### src/rtl/psum_pkg.sv
// rtl/psum_pkg.sv - packet constants, field positions and saturating add for the partial-sum adder
package psum_pkg;

   localparam int PACKET_W = 40;
   localparam int HDR_W    = 8;
   localparam int DATA_W   = 13;

   localparam int HDR_LSB  = PACKET_W - HDR_W;
   localparam int DATA_LSB = 0;
   localparam int PAD_W    = HDR_LSB - DATA_W;

   typedef logic [PACKET_W-1:0] packet_t;
   typedef logic [DATA_W-1:0]   data_t;
   typedef logic [HDR_W-1:0]    hdr_t;

   // Unsigned add clamped to the all-ones data value on carry-out.
   function automatic data_t sat_add(input data_t a, input data_t b);
      logic [DATA_W:0] s;
      s = {1'b0, a} + {1'b0, b};
      return s[DATA_W] ? {DATA_W{1'b1}} : s[DATA_W-1:0];
   endfunction

endpackage

### src/rtl/psum_in_slot.sv
// rtl/psum_in_slot.sv - one-entry valid/ready holding register released by an external consume
module psum_in_slot #(
   parameter int W = 8
) (
   input  logic         clk,
   input  logic         rst_n,
   input  logic         valid,
   output logic         ready,
   input  logic [W-1:0] data,
   input  logic         consume,
   output logic         full,
   output logic [W-1:0] q
);

   // Consume frees the entry on the same edge, so a refill never costs a bubble.
   assign ready = !full || consume;

   always_ff @(posedge clk or negedge rst_n) begin
      if (!rst_n) begin
         full <= 1'b0;
         q    <= '0;
      end else if (valid && ready) begin
         full <= 1'b1;
         q    <= data;
      end else if (consume) begin
         full <= 1'b0;
      end
   end

endmodule

### src/rtl/psum_adder.sv
// rtl/psum_adder.sv - joins one packet from each input and emits the saturated sum of their data fields
module psum_adder
   import psum_pkg::*;
(
   input  logic    clk,
   input  logic    rst_n,
   input  logic    in1_valid,
   output logic    in1_ready,
   input  packet_t in1_data,
   input  logic    in2_valid,
   output logic    in2_ready,
   input  packet_t in2_data,
   output logic    out_valid,
   input  logic    out_ready,
   output packet_t out_data
);

   localparam int SLOT1_W = HDR_W + DATA_W;

   logic               full1;
   logic               full2;
   logic               do_join;
   logic [SLOT1_W-1:0] q1;
   data_t              q2;
   packet_t            result;
   logic               unused_bits;

   // Only the fields that reach the result are held; the rest of each packet is dropped here.
   assign unused_bits = ^{in1_data[HDR_LSB-1:DATA_W], in2_data[PACKET_W-1:DATA_W]};

   assign do_join = full1 && full2 && (!out_valid || out_ready);

   psum_in_slot #(.W(SLOT1_W)) u_in1 (
      .clk     (clk),
      .rst_n   (rst_n),
      .valid   (in1_valid),
      .ready   (in1_ready),
      .data    ({in1_data[HDR_LSB +: HDR_W], in1_data[DATA_LSB +: DATA_W]}),
      .consume (do_join),
      .full    (full1),
      .q       (q1)
   );

   psum_in_slot #(.W(DATA_W)) u_in2 (
      .clk     (clk),
      .rst_n   (rst_n),
      .valid   (in2_valid),
      .ready   (in2_ready),
      .data    (in2_data[DATA_LSB +: DATA_W]),
      .consume (do_join),
      .full    (full2),
      .q       (q2)
   );

   assign result = {q1[SLOT1_W-1 -: HDR_W], {PAD_W{1'b0}}, sat_add(q1[DATA_W-1:0], q2)};

   always_ff @(posedge clk or negedge rst_n) begin
      if (!rst_n) begin
         out_valid <= 1'b0;
         out_data  <= '0;
      end else if (do_join) begin
         out_valid <= 1'b1;
         out_data  <= result;
      end else if (out_valid && out_ready) begin
         out_valid <= 1'b0;
      end
   end

endmodule

### config.mk
export PLATFORM = sky130hd
export DESIGN_NAME = psum_adder
export DESIGN_NICKNAME = d
export VERILOG_FILES = /design/src/rtl/psum_pkg.sv /design/src/rtl/psum_in_slot.sv /design/src/rtl/psum_adder.sv
export SDC_FILE = /design/constraint.sdc
export NUM_CORES = 1
export LEC_CHECK = 0
export CAP_MARGIN = 20
export CELL_PAD_IN_SITES_DETAIL_PLACEMENT = 1
export CELL_PAD_IN_SITES_GLOBAL_PLACEMENT = 2
export CORE_ASPECT_RATIO = 2
export CORE_MARGIN = 3
export CORE_UTILIZATION = 26
export DETAILED_ROUTE_END_ITERATION = 10
export PLACE_DENSITY_LB_ADDON = 0.1
export SETUP_SLACK_MARGIN = 0.4
export SYNTH_ARGS = -nofsm -noshare
export SYNTH_HDL_FRONTEND = slang
export SYNTH_SLANG_ARGS = --single-unit
### constraint.sdc
create_clock -name clk -period 2.35 [get_ports clk]
set_input_delay 0.47 -clock clk [delete_from_list [all_inputs] [get_ports clk]]
set_output_delay 0.47 -clock clk [all_outputs]
set_load 0.01 [all_outputs]
==> results.tsv <==
stage	metric	value	unit
sta	slew_viol_final	0	
grt	grtUsageTotal	13.3	%
sta	setup_slack	0.344	ns
synthesis	syn_avg_cell_area	11.2	um2
grt	grt_remaining_overflow	0	
sta	period_needed	2.01	ns
worst_setup_path	crit_path_cell_trace	ha_4 -> inv_2 -> fa_2 -> nand2b_4 -> a21oi_4 -> o211ai_4 -> a31o_1 -> o32a_1	
worst_setup_path	critPathMaxFanout	4	
clock_tree	htreeDepth	3	
grt	grt_max_degree	25	
placement	gp_congestion	0.742	
placement	placed_cells	480	
placement	dp_hpwl	6.81	mm
detailed_routing	drtAntennaViolNets	0	
power_and_ir_drop	leakage	1.87	nW
synthesis	synthAdderAreaFrac	5.92	%
sta	period_share	85.3	%
detailed_routing	routed_via_density	4.55	
detailed_routing	drt_iter0_markers	53	
worst_setup_path	crit_end	out_data[12]	
clock_tree	path_clk_slew	0.05	ns
synthesis	synthSimpleGateAreaFrac	10.9	%
synthesis	synth_common_cells	dfrtp_1, nand2_1, mux2_2	
synthesis	synth_top_cell_by_area	dfrtp_1	
synthesis	synth_warnings	0	
sta	skew	0.00795	ns
detailed_routing	wl_met1	2.82	mm
worst_setup_path	critPathKind	flip-flop to flip-flop	
worst_setup_path	reg2reg_from	u_in1.q[0]	
detailed_routing	met3RoutedLength	332	um
worst_setup_path	worstRegToRegCells	8	
final_layout	fin_nets	455	
power_and_ir_drop	irDropWorstVdd	0.447	mV
detailed_routing	routedWlPerCell	16.9	um
worst_setup_path	rr_endpoint	out_data[12]	
synthesis	yosys.area.top_type_share	47.0	%
final_layout	drive_gt1_share	26.4	%
worst_setup_path	cp_data_arrival_time	2.21	ns
final_layout	stdcell_count	502	
floorplanning	die_width	83.1	um
detailed_routing	via_count	2284	
floorplanning	num_rows	55	
clock_tree	cts_tree	yes	
clock_tree	insertion_delay	0.33	ns
detailed_routing	wl_met2	5.19	mm
floorplanning	initial_utilization	26.9	%
detailed_routing	drc	0	
grt	grt_pass1_wl	13.6	mm
synthesis	synth_xor_area_share	1.99	%
floorplanning	io_pins	128	
grt	antenna_found_initial	0	
worst_setup_path	cp_slowest_cell	dfrtp_1	
clock_tree	clk_path_buf_depth	2	
synthesis	synthCells	275	
final_layout	n_antenna_cell	0	
synthesis	ys_ff_latch	58	
floorplanning	core_area	11500	um2
final_layout	syn_to_final_growth	40.7	%
synthesis	synth_compound_area_share	13.6	%
synthesis	synthArstFlopShare	100	%
detailed_routing	drt-total-wl	8.50	mm
detailed_routing	drt_pass1_iterations	2	
worst_setup_path	cp_slowest_stage_delay	0.39	ns
floorplanning	die_h	160	um
synthesis	synthFlopType	dfrtp_1	
sta	final_hold_viol_count	0	
final_layout	fill_cells	1266	
synthesis	netlist-cell-type-count	42	
grt	first_global_vias	2562	
detailed_routing	top_layer	met4	
synthesis	yosysMostFrequentCell	dfrtp_1	
sta	fmax	0.499	GHz
worst_setup_path	crit_path_start	u_in1.q[0]	
synthesis	synthTopCellsByArea	dfrtp_1, mux2_2, ha_1	
min_path	hp-class	primary input to asynchronous set/reset pin	
run_status	status	finished clean	
worst_setup_path	cp-start-kind	flip-flop	
sta	setup_viol	0	
synthesis	synth_edf_count	0	
placement	post-place-ws	-0.00391	ns
synthesis	seq_area_frac_synth	47.0	%
worst_setup_path	end_kind	flip-flop	
worst_setup_path	r2r_setup_slack	0.34	ns
synthesis	netlist_area	3090	um2
clock_tree	clock_sinks	58	
worst_setup_path	required	2.56	ns
clock_tree	root_buffer	clkbuf_16	
placement	io_buffers	62	
sta	rsz0062_at_grt	yes	
clock_tree	postCtsHoldBufs	0	
clock_tree	cts_made_buffers	9	
power_and_ir_drop	power.density	1460	nW/um2
floorplanning	die_area	13300	um2
synthesis	synth.area.mux_share	13.0	%
synthesis	synth_top_family_by_area	compound AO/OA/AOI/OAI gates	
flow_run	drv_cap	0	
[per-layer routing]
layer  vias to the layer above  GRT usage [%]
li1                       1082              -
met2                        51           27.2
met3                        14           3.92
met5                         -              0
met4                         0           4.69
met1                      1137           11.8
[report_power, final]
group / internal [mW] / switching (mW) / total, mW
combinational: 1.76 / 1.65 / 3.41
clock: 0.839 / 0.435 / 1.27
sequential: 1.41 / 0.255 / 1.66
[state kept, by name (all words and copies together), names as in the netlist]
signal / count
out_valid: 1
u_in2.q: 13
u_in1.q: 21
out_data: 21
u_in1.full: 1
u_in2.full: 1
[cells by family (layout without fill, tap and decap cells)]
logic type                 count (synthesis)  after routing
other                                      1             19
adders and majority gates                 14             14
xor gates and xnor gates                   7              7
muxes                                     36             36
AOI/OAI and AO/OA                         50             50
DFF                                       58             58
and+or+nand+nor                           72             72
buffers and inverters                     37            104
[what timing repair did]
action,4_1_cts,5_1_grt
pin swaps,7,14
setup buffers,4,3
endpoints found under the setup margin,15,14
gates resized for setup,17,16
[worst min-delay path by stage]
stage | startpoint | cells past startpoint | slack (ns) | endpoint
after detailed placement | rst_n | 1 | 0.40 | out_valid
after CTS | rst_n | 1 | 0.04 | out_valid
final | rst_n | 1 | 0.04 | out_valid
after global placement | rst_n | 1 | 0.40 | out_data[36]
after floorplan | rst_n | 0 | 0.17 | out_data[0]
after global routing | rst_n | 1 | 0.07 | out_data[36]
[critical path, delay by kind of cell (launching register included)]
| kind | cells | cell delay (ns) |
|---|---|---|
| buffers and inverters | 1 | 0.04 |
| AO/OA/AOI/OAI | 4 | 0.79 |
| AND/OR/NAND/NOR | 1 | 0.17 |
| adder cells (fa/ha/maj) | 2 | 0.51 |
| flip-flops | 1 | 0.39 |
[layout by cell type, fill, tap and decap left out, types with 3 or more instances in the layout]
cell type        Yosys  final
a21o_1               4      4
a21oi_1              9      8
a21oi_2              5      3
a21oi_4              0      3
buf_4               20     15
clkbuf_16            0      9
clkdlybuf4s50_1      0     59
conb_1               1     19
dfrtp_1             58     58
ha_1                13      3
ha_2                 0      6
ha_4                 0      4
inv_1                8      7
mux2_1               6      6
mux2_2              28     28
nand2_1             41     39
nand2b_1             9      7
nor2_1              12     12
o21ai_1              3      3
o21bai_1             3      3
o22a_1              10     10
xnor2_1              7      7
[per-stage QoR]
stage                     power (mW)  hold slack [ns]  util (%)  instance area (um2)  setup TNS [ns]
after floorplan                 3.69            0.174         -                 3180               0
after global placement          4.75            0.396      33.8                 3890         -0.0327
after detailed placement        4.80            0.402      33.8                 3890        -0.00391
after CTS                       6.26           0.0409      37.0                 4250               0
after global routing            6.82           0.0662      37.8                 4350               0
final                           6.34           0.0433      37.8                 4350               0
[cell type report]
type / instances / area (um2) / area share, %
Clock buffer: 12 / 246 / 5.67
Sequential cell: 58 / 1450 / 33.4
Multi-Input combinational cell: 198 / 1620 / 37.3
Clock inverter: 3 / 40.0 / 0.921
Tap cell: 142 / 178 / 4.09
Inverter: 8 / 30.0 / 0.691
Timing Repair Buffer: 81 / 781 / 18.0
Power figures use the tool's default switching activity.
